$ cat config.mk
export PLATFORM = sky130hd
export DESIGN_NAME = univ_shift_reg
export DESIGN_NICKNAME = d
export VERILOG_FILES = /design/src/rtl/usr_pkg.sv /design/src/rtl/usr_step.sv /design/src/rtl/univ_shift_reg.sv
export SDC_FILE = /design/constraint.sdc
export NUM_CORES = 1
export LEC_CHECK = 0
export ABC_CLOCK_PERIOD_IN_PS = 3000
export CORE_MARGIN = 2
export CORE_UTILIZATION = 40
export CTS_CLUSTER_DIAMETER = 80
export DETAILED_ROUTE_END_ITERATION = 8
export MAX_ROUTING_LAYER = met4
export PLACE_DENSITY = 0.7
export SLEW_MARGIN = 20
export SYNTH_ARGS = -nofsm -noshare
export SYNTH_HDL_FRONTEND = slang
export SYNTH_HIERARCHICAL = 1
export SYNTH_SLANG_ARGS = --single-unit
export TNS_END_PERCENT = 50
$ cat constraint.sdc
create_clock -name i_clk -period 3 [get_ports i_clk]
set_input_delay 0.3 -clock i_clk [delete_from_list [all_inputs] [get_ports i_clk]]
set_output_delay 0.3 -clock i_clk [all_outputs]
set_load 0.05 [all_outputs]
$ cat src/rtl/usr_pkg.sv
// Shared definitions for the universal shift register: mode encodings, FSM states
// and a helper that classifies which modes a burst may run.
package usr_pkg;

    localparam logic [2:0] MODE_HOLD = 3'b000;
    localparam logic [2:0] MODE_LOAD = 3'b001;
    localparam logic [2:0] MODE_SHL  = 3'b010;
    localparam logic [2:0] MODE_SHR  = 3'b011;
    localparam logic [2:0] MODE_ROL  = 3'b100;
    localparam logic [2:0] MODE_ROR  = 3'b101;
    localparam logic [2:0] MODE_ASR  = 3'b110;
    localparam logic [2:0] MODE_RSVD = 3'b111;

    typedef enum logic {
        ST_IDLE = 1'b0,
        ST_RUN  = 1'b1
    } state_t;

    function automatic logic is_shift_mode(input logic [2:0] mode);
        return (mode >= MODE_SHL) && (mode <= MODE_ASR);
    endfunction

endpackage

$ cat src/rtl/usr_step.sv
// Combinational next-word function for one shift/rotate step, shared by the single-step
// and burst paths. Zero latency; no flow control. LOAD is resolved by the caller.
module usr_step
    import usr_pkg::*;
#(
    parameter int WIDTH = 8
) (
    input  logic [2:0]       i_mode,
    input  logic [WIDTH-1:0] i_d,
    input  logic             i_sin_msb,
    input  logic             i_sin_lsb,
    output logic [WIDTH-1:0] o_q
);

    always_comb begin
        o_q = i_d;
        case (i_mode)
            MODE_SHL: o_q = {i_d[WIDTH-2:0], i_sin_lsb};
            MODE_SHR: o_q = {i_sin_msb, i_d[WIDTH-1:1]};
            MODE_ROL: o_q = {i_d[WIDTH-2:0], i_d[WIDTH-1]};
            MODE_ROR: o_q = {i_d[0], i_d[WIDTH-1:1]};
            MODE_ASR: o_q = {i_d[WIDTH-1], i_d[WIDTH-1:1]};
            default:  o_q = i_d;
        endcase
    end

endmodule

$ cat src/rtl/univ_shift_reg.sv
// Universal shift register with single-step ops and an autonomous N-step burst engine.
// Latency 1 edge per step; a burst of N runs N edges after acceptance, then pulses done.
// No backpressure: start/en are only honoured in IDLE, all controls are ignored while busy.
module univ_shift_reg #(
    parameter int WIDTH = 8,
    parameter int CW    = $clog2(WIDTH+1)
) (
    input  logic             i_clk,
    input  logic             i_rst_n,
    input  logic             i_en,
    input  logic [2:0]       i_mode,
    input  logic [WIDTH-1:0] i_d_in,
    input  logic             i_sin_msb,
    input  logic             i_sin_lsb,
    input  logic             i_start,
    input  logic [CW-1:0]    i_cnt,
    output logic [WIDTH-1:0] o_d_out,
    output logic             o_sout_msb,
    output logic             o_sout_lsb,
    output logic             o_busy,
    output logic             o_done
);

    import usr_pkg::*;

    localparam logic [CW-1:0] CNT_MAX = CW'(WIDTH);
    localparam logic [CW-1:0] CNT_ONE = CW'(1);

    state_t           r_state, w_state_nxt;
    logic [CW-1:0]    r_rem, w_rem_nxt;
    logic [2:0]       r_op, w_op_nxt;
    logic [WIDTH-1:0] r_data, w_data_nxt;
    logic             r_done, w_done_nxt;

    logic [2:0]       w_step_mode;
    logic [WIDTH-1:0] w_step_q;
    logic [CW-1:0]    w_cnt_clamp;
    logic             w_start_ok;

    // While running, the latched op drives the step function; live mode is ignored.
    assign w_step_mode = (r_state == ST_RUN) ? r_op : i_mode;
    assign w_cnt_clamp = (i_cnt > CNT_MAX) ? CNT_MAX : i_cnt;
    assign w_start_ok  = i_start && is_shift_mode(i_mode);

    usr_step #(.WIDTH(WIDTH)) u_step (
        .i_mode    (w_step_mode),
        .i_d       (r_data),
        .i_sin_msb (i_sin_msb),
        .i_sin_lsb (i_sin_lsb),
        .o_q       (w_step_q)
    );

    always_ff @(posedge i_clk or negedge i_rst_n) begin
        if (!i_rst_n) begin
            r_state <= ST_IDLE;
            r_rem   <= '0;
            r_op    <= MODE_HOLD;
            r_data  <= '0;
            r_done  <= 1'b0;
        end else begin
            r_state <= w_state_nxt;
            r_rem   <= w_rem_nxt;
            r_op    <= w_op_nxt;
            r_data  <= w_data_nxt;
            r_done  <= w_done_nxt;
        end
    end

    always_comb begin
        w_state_nxt = r_state;
        w_rem_nxt   = r_rem;
        w_op_nxt    = r_op;
        w_data_nxt  = r_data;
        w_done_nxt  = 1'b0;
        case (r_state)
            ST_IDLE: begin
                if (w_start_ok) begin
                    // A zero-length burst completes immediately without touching the word.
                    if (i_cnt == '0) begin
                        w_done_nxt = 1'b1;
                    end else begin
                        w_state_nxt = ST_RUN;
                        w_rem_nxt   = w_cnt_clamp;
                        w_op_nxt    = i_mode;
                    end
                end else if (i_en) begin
                    w_data_nxt = (i_mode == MODE_LOAD) ? i_d_in : w_step_q;
                end
            end
            ST_RUN: begin
                w_data_nxt = w_step_q;
                w_rem_nxt  = r_rem - CNT_ONE;
                if (r_rem == CNT_ONE) begin
                    w_state_nxt = ST_IDLE;
                    w_done_nxt  = 1'b1;
                end
            end
            default: w_state_nxt = ST_IDLE;
        endcase
    end

    always_comb begin
        o_d_out    = r_data;
        o_sout_msb = r_data[WIDTH-1];
        o_sout_lsb = r_data[0];
        o_busy     = (r_state == ST_RUN);
        o_done     = r_done;
    end

endmodule

==> results of run 1 <==
[path summary, 6_finish.rpt]
kind	to	start	slack (ps)	cells after the start
min in group i_clk	r_op[1]	r_op[1]	530	1
max in group asynchronous	o_d_out[0]	i_rst_n	2040	1
setup reg to reg	o_d_out[2]	o_busy	560	6
setup / recovery	o_d_out[2]	o_busy	560	6
hold / removal	o_d_out[3]	i_rst_n	460	1
hold reg to reg	r_op[1]	r_op[1]	530	1
[Yosys cell counts (2+ instances only)]
master | number | share of area (%)
a211o_1 | 2 | 1.3
buf_6 | 3 | 2.5
o21ai_0 | 2 | 0.74
nand2b_1 | 2 | 0.92
ha_1 | 2 | 1.8
inv_1 | 7 | 1.9
mux2_2 | 19 | 16
dfrtp_1 | 17 | 31
nor2_1 | 12 | 3.3
nor3_1 | 2 | 0.74
mux2i_1 | 9 | 6.6
a221o_1 | 7 | 5.2
nand2_1 | 2 | 0.55
a21oi_1 | 2 | 0.74
buf_4 | 3 | 1.7
mux2_4 | 3 | 3.3
a221oi_1 | 2 | 1.3
[logic make-up (layout without fill, tap and decap cells)]
family,Yosys count,after routing,share of synthesized area (%)
AOI/OAI and AO/OA,23,23,15.0
xor gates and xnor gates,3,3,3.32
adders and majority gates,2,2,1.84
buffers and inverters,15,43,7.84
DFF,17,17,31.4
muxes,31,31,25.7
and+or+nand+nor,32,32,14.9
[area by class of cell]
| type | instances | share of cell area [%] |
|---|---|---|
| Multi-Input combinational cell | 91 | 49.0 |
| Sequential cell | 17 | 25.3 |
| Timing Repair Buffer | 32 | 19.0 |
| Tap cell | 46 | 3.42 |
| Inverter | 7 | 1.56 |
| Clock buffer | 3 | 1.34 |
| Clock inverter | 1 | 0.298 |
[layer usage]
metal | vias up | wire length, um | GRT usage (%)
met5 | - | 0 | -
met4 | 0 | 52 | 8.61
met3 | 6 | 153 | 2.54
met2 | 38 | 1500 | 28.0
met1 | 543 | 1320 | 21.5
li1 | 515 | - | -
[power by group through the flow]
stage	sequential [mW]	clock (mW)	combinational, mW
2_1_floorplan	0.572	0	0.982
3_3_place_gp	0.459	0	1.25
3_5_place_dp	0.466	0	1.28
4_1_cts	0.463	0.136	1.28
5_1_grt	0.485	0.148	1.38
6_report	0.462	0.129	1.28
[per-stage QoR]
step / worst slack [ps] / power (mW)
4_1_cts: 556 / 1.88
3_3_place_gp: 471 / 1.70
2_1_floorplan: 296 / 1.55
3_5_place_dp: 419 / 1.74
6_report: 556 / 1.87
5_1_grt: 424 / 2.01
[sequential cells by signal (all words and copies together) (netlist names)]
name / cells
o_busy: 1
r_op: 3
o_done: 1
r_rem: 4
o_d_out: 8
==> flow_summary_export.csv, run 1 <==
group,metric,value,unit
outcome,outcome,"complete, no violations",
final_layout,insertedDiodeCount,0,
pwr,pwr-share-comb,68.3,%
final_layout,final_area,1680,um^2
sta,slew_headroom,45.8,%
cts,post-cts-setup-buffer-count,0,
final_layout,utilization,51.2,%
worst_setup_path,crit_arrival,2640,ps
routing,drt_iter0_markers,57,
synthesis,synth-edff-count,0,
routing,drc,0,
global_route,grt_start_max_net_pins,18,
sta,tns,0,ps
routing,post_drt_wl_per_cell,15.3,um
synthesis,synth-main-ff-cell,"dfrtp_1",
routing,first_pass_iters,4,
worst_setup_path,cpMostUsedCell,"mux2_2",
worst_setup_path,crit_path_max_incr_delay,670,ps
floorplan,start_util,41.3,%
floorplan,die-width,62.2,um
floorplan,ioPinCount,33,
sta,fin_hold_ws,461,ps
final_layout,layout.cells.non_filler,197,
job,cap_viol_max_count,0,
pwr,swShare,46.4,%
cts,cts_hold_buf,0,
global_route,grtUsageTotal,17.4,%
worst_setup_path,critical_path_class,"reg -> reg",
cts,cts_tree,"built",
place,dp_cells,193,
pwr,power.density,1110,nW/um^2
cts,clk_latency,300,ps
final_layout,fillers,313,
floorplan,core,3280,um^2
place,hpwl,2.29,mm
pwr,p_leak,0.717,nW
cts,ctsLongestPathBuffers,2,
cts,clock-root-buffer,"clkbuf_4",
worst_setup_path,cp_num_buf_inv,0,
worst_setup_path,critPathTopFamily,"multiplexers",
hold_path,min_path_type,"in -> async",
sta,slew_viol_final,0,
final_layout,multiInputGateArea,825,um^2
synthesis,synth-seq-area-share,31.4,%
pwr,irDropWorstVdd,0.000438,V
routing,num_vias,1102,
pwr,p_int,1.00,mW
sta,worst-slew-pin-transition,810,ps
routing,vias_per_cell,5.59,
sta,rsz0062_at_grt,"false",
place,place_area,1650,um^2
synthesis,ys_ff_latch,17,
pwr,switchingPower,0.867,mW
place,io_buffer_count,32,
cts,clkTransAtPathRegs,110,ps
final_layout,seq_area,425,um^2
final_layout,final_common_cell,"clkdlybuf4s50_1",
final_layout,syn_to_final_growth,24.0,%
cts,cts_made_buffers,3,
synthesis,synthCells,123,
sta,setup_viol,0,
global_route,grt_overflow,0,
floorplan,die_area,3870,um^2
worst_setup_path,cpMaxStageDelayCell,"dfrtp_1",
synthesis,async_reset_ff_share,100,%
pwr,p_seq_share,24.8,%
worst_setup_path,worstPathRequired,3190,ps
final_layout,final_layout_size_suffix_gt1_share,21.9,%
routing,routed_wl,3.02,mm
pwr,p_clk_share,6.9,%
sta,max_freq,409,MHz
sta,min_period,2440,ps
synthesis,ys_types,44,
routing,ant_nets,0,
global_route,grt_pass1_vias,1091,
global_route,grt_pass1_wl,5.20,mm
cts,cts_resized,0,
sta,hold_viol,0,
synthesis,syn_area,1360,um^2
worst_setup_path,cp-start-kind,"flop",
cts,cts.htree.levels,1,
cts,clock_sinks,17,
worst_setup_path,crit_chain,"mux2_2 -> nand2_1 -> nor2_1 -> a221o_1 -> mux2_2 -> mux2_2",
place,gp_congestion,0.943,
final_layout,mostFrequentLayoutCells,"clkdlybuf4s50_1, mux2_2, dfrtp_1, nor2_1, mux2i_1",
global_route,antenna_found_initial,0,
worst_setup_path,endpoint_kind,"flop",
synthesis,yosys_warnings,6,
worst_setup_path,crit_fanout,14,
floorplan,die_y,62.2,um
synthesis,synth.avg_cell_area,11.0,um^2
sta,fin_crit_sh,81.5,%
synthesis,synth_fp_nets,146,
sta,clock-skew-final,1.80,ps
final_layout,nets,175,
floorplan,rows,21,
No activity file was read; power rests on OpenSTA's default activity.
==> inputs of run 2 (changes only) <==
- ABC_CLOCK_PERIOD_IN_PS: 3000 -> 2200
- PLACE_DENSITY: 0.7 -> 0.72
- clock period: 3 -> 2.2 ns (I/O delays scaled with it)
==> flow_summary_export.csv, run 2 (synthesis results as in run 1) <==
group,metric,value,unit
outcome,outcome,"complete, no violations",
global_route,grt_overflow,0,
worst_setup_path,worstPathRequired,2370,ps
worst_setup_path,crit_fanout,13,
floorplan,die-width,62.2,um
final_layout,mostFrequentLayoutCells,"clkdlybuf4s50_1, dfrtp_1, mux2_2, nor2_1, buf_4",
sta,fin_crit_sh,93.2,%
sta,fin_ws,149,ps
sta,setup_viol,0,
place,io_buffer_count,32,
sta,clock-skew-final,20.1,ps
sta,slew_viol_final,0,
final_layout,nets,187,
pwr,irDropWorstVdd,0.000560,V
cts,clock_sinks,17,
cts,clock-root-buffer,"clkbuf_4",
global_route,antenna_found_initial,0,
final_layout,seq_area,427,um^2
cts,clk_latency,290,ps
sta,hold_viol,0,
routing,ant_nets,0,
job,cap_viol_max_count,0,
place,hpwl,2.34,mm
worst_setup_path,endpoint_kind,"flop",
cts,cts_tree,"built",
pwr,power.density,1520,nW/um^2
cts,post-cts-setup-buffer-count,0,
cts,cts_made_buffers,3,
routing,first_pass_iters,4,
worst_setup_path,r2r-start,"o_busy",
routing,num_vias,1107,
global_route,grt_pass1_vias,1131,
place,gp_congestion,0.873,
cts,cts_hold_buf,0,
cts,cts_resized,0,
worst_setup_path,ff2ff_setup_slack,150,ps
routing,vias_per_cell,5.30,
worst_setup_path,critical_path_class,"reg -> reg",
floorplan,ioPinCount,33,
final_layout,final_common_cell,"clkdlybuf4s50_1",
sta,min_period,2050,ps
cts,ctsLongestPathBuffers,2,
final_layout,utilization,54.9,%
floorplan,die_area,3870,um^2
final_layout,final_layout_size_suffix_gt1_share,28.2,%
floorplan,die_y,62.2,um
place,place_ws,-47.1,ps
worst_setup_path,rr_worst_depth,6,
floorplan,start_util,41.3,%
routing,post_drt_wl_per_cell,14.2,um
final_layout,insertedDiodeCount,0,
sta,slew_headroom,61.7,%
global_route,grt_pass1_wl,5.13,mm
routing,drt_iter0_markers,28,
sta,rsz0062_at_grt,"false",
floorplan,core,3280,um^2
floorplan,rows,21,
routing,drc,0,
worst_setup_path,crit_arrival,2220,ps
sta,max_freq,487,MHz
sta,fin_hold_ws,277,ps
sta,worst-slew-pin-transition,572,ps
worst_setup_path,r2r_end,"o_d_out[2]",
global_route,grtUsageTotal,16.7,%
worst_setup_path,critPathLaunch,"o_busy",
hold_path,min_path_type,"in -> async",
cts,clkTransAtPathRegs,120,ps
routing,routed_wl,2.98,mm
final_layout,fillers,312,
cts,cts.htree.levels,1,
final_layout,syn_to_final_growth,32.9,%
global_route,grt_start_max_net_pins,14,
final_layout,largest_register_ffs,8,
pwr,p_leak,0.802,nW
worst_setup_path,cp-start-kind,"flop",
final_layout,multiInputGateArea,856,um^2
## run 2: through the flow
stage                     total power, mW  cell area, um^2  setup TNS, ps  instances
final                                2.74             1800              0        209
after detailed placement             2.58             1780           -237        205
after global routing                 2.95             1800              0        209
after floorplan                      2.23             1400          -1350        123
after CTS                            2.76             1800              0        209
after global placement               2.54             1780          -78.7        205
## run 2: routing by layer
| metal | track usage [%] | wire length, um | up-vias |
|---|---|---|---|
| met5 | - | 0 | - |
| met1 | 21.4 | 1360 | 524 |
| met3 | 3.99 | 183 | 2 |
| met2 | 27.2 | 1420 | 37 |
| met4 | 3.06 | 8 | 0 |
| li1 | - | - | 544 |
## run 2: worst max-delay path by stage
stage | cells past startpoint | to | slack, ps
finish | 6 | o_d_out[2] | 150
global route | 6 | o_d_out[2] | 40
CTS | 6 | o_d_out[2] | 140
detailed placement | 7 | o_d_out[2] | -50
global placement | 7 | o_d_out[7] | -30
floorplan | 9 | o_d_out[3] | -200
## run 2: area by class of cell
cell class / instances / share of cell area, %
clock buffer: 4 / 1.46
inverter: 7 / 1.46
tap: 46 / 3.19
multi-input combinational: 91 / 47.5
timing repair buffer: 44 / 22.8
sequential: 17 / 23.7
## run 2: worst max-delay path, stage by stage, from the launching register on
cell      delay (ps)
dfrtp_2          460
mux2_4           410
inv_1            100
o21bai_1         150
a221o_1          310
mux2_2           260
mux2_4           250
## run 2: report_power, final
part | internal (mW) | leakage [nW] | switching, mW
logic | 1.01 | 0.576 | 0.955
registers | 0.453 | 0.211 | 0.151
clock network | 0.0703 | 0.0150 | 0.102
total | 1.53 | 0.802 | 1.21
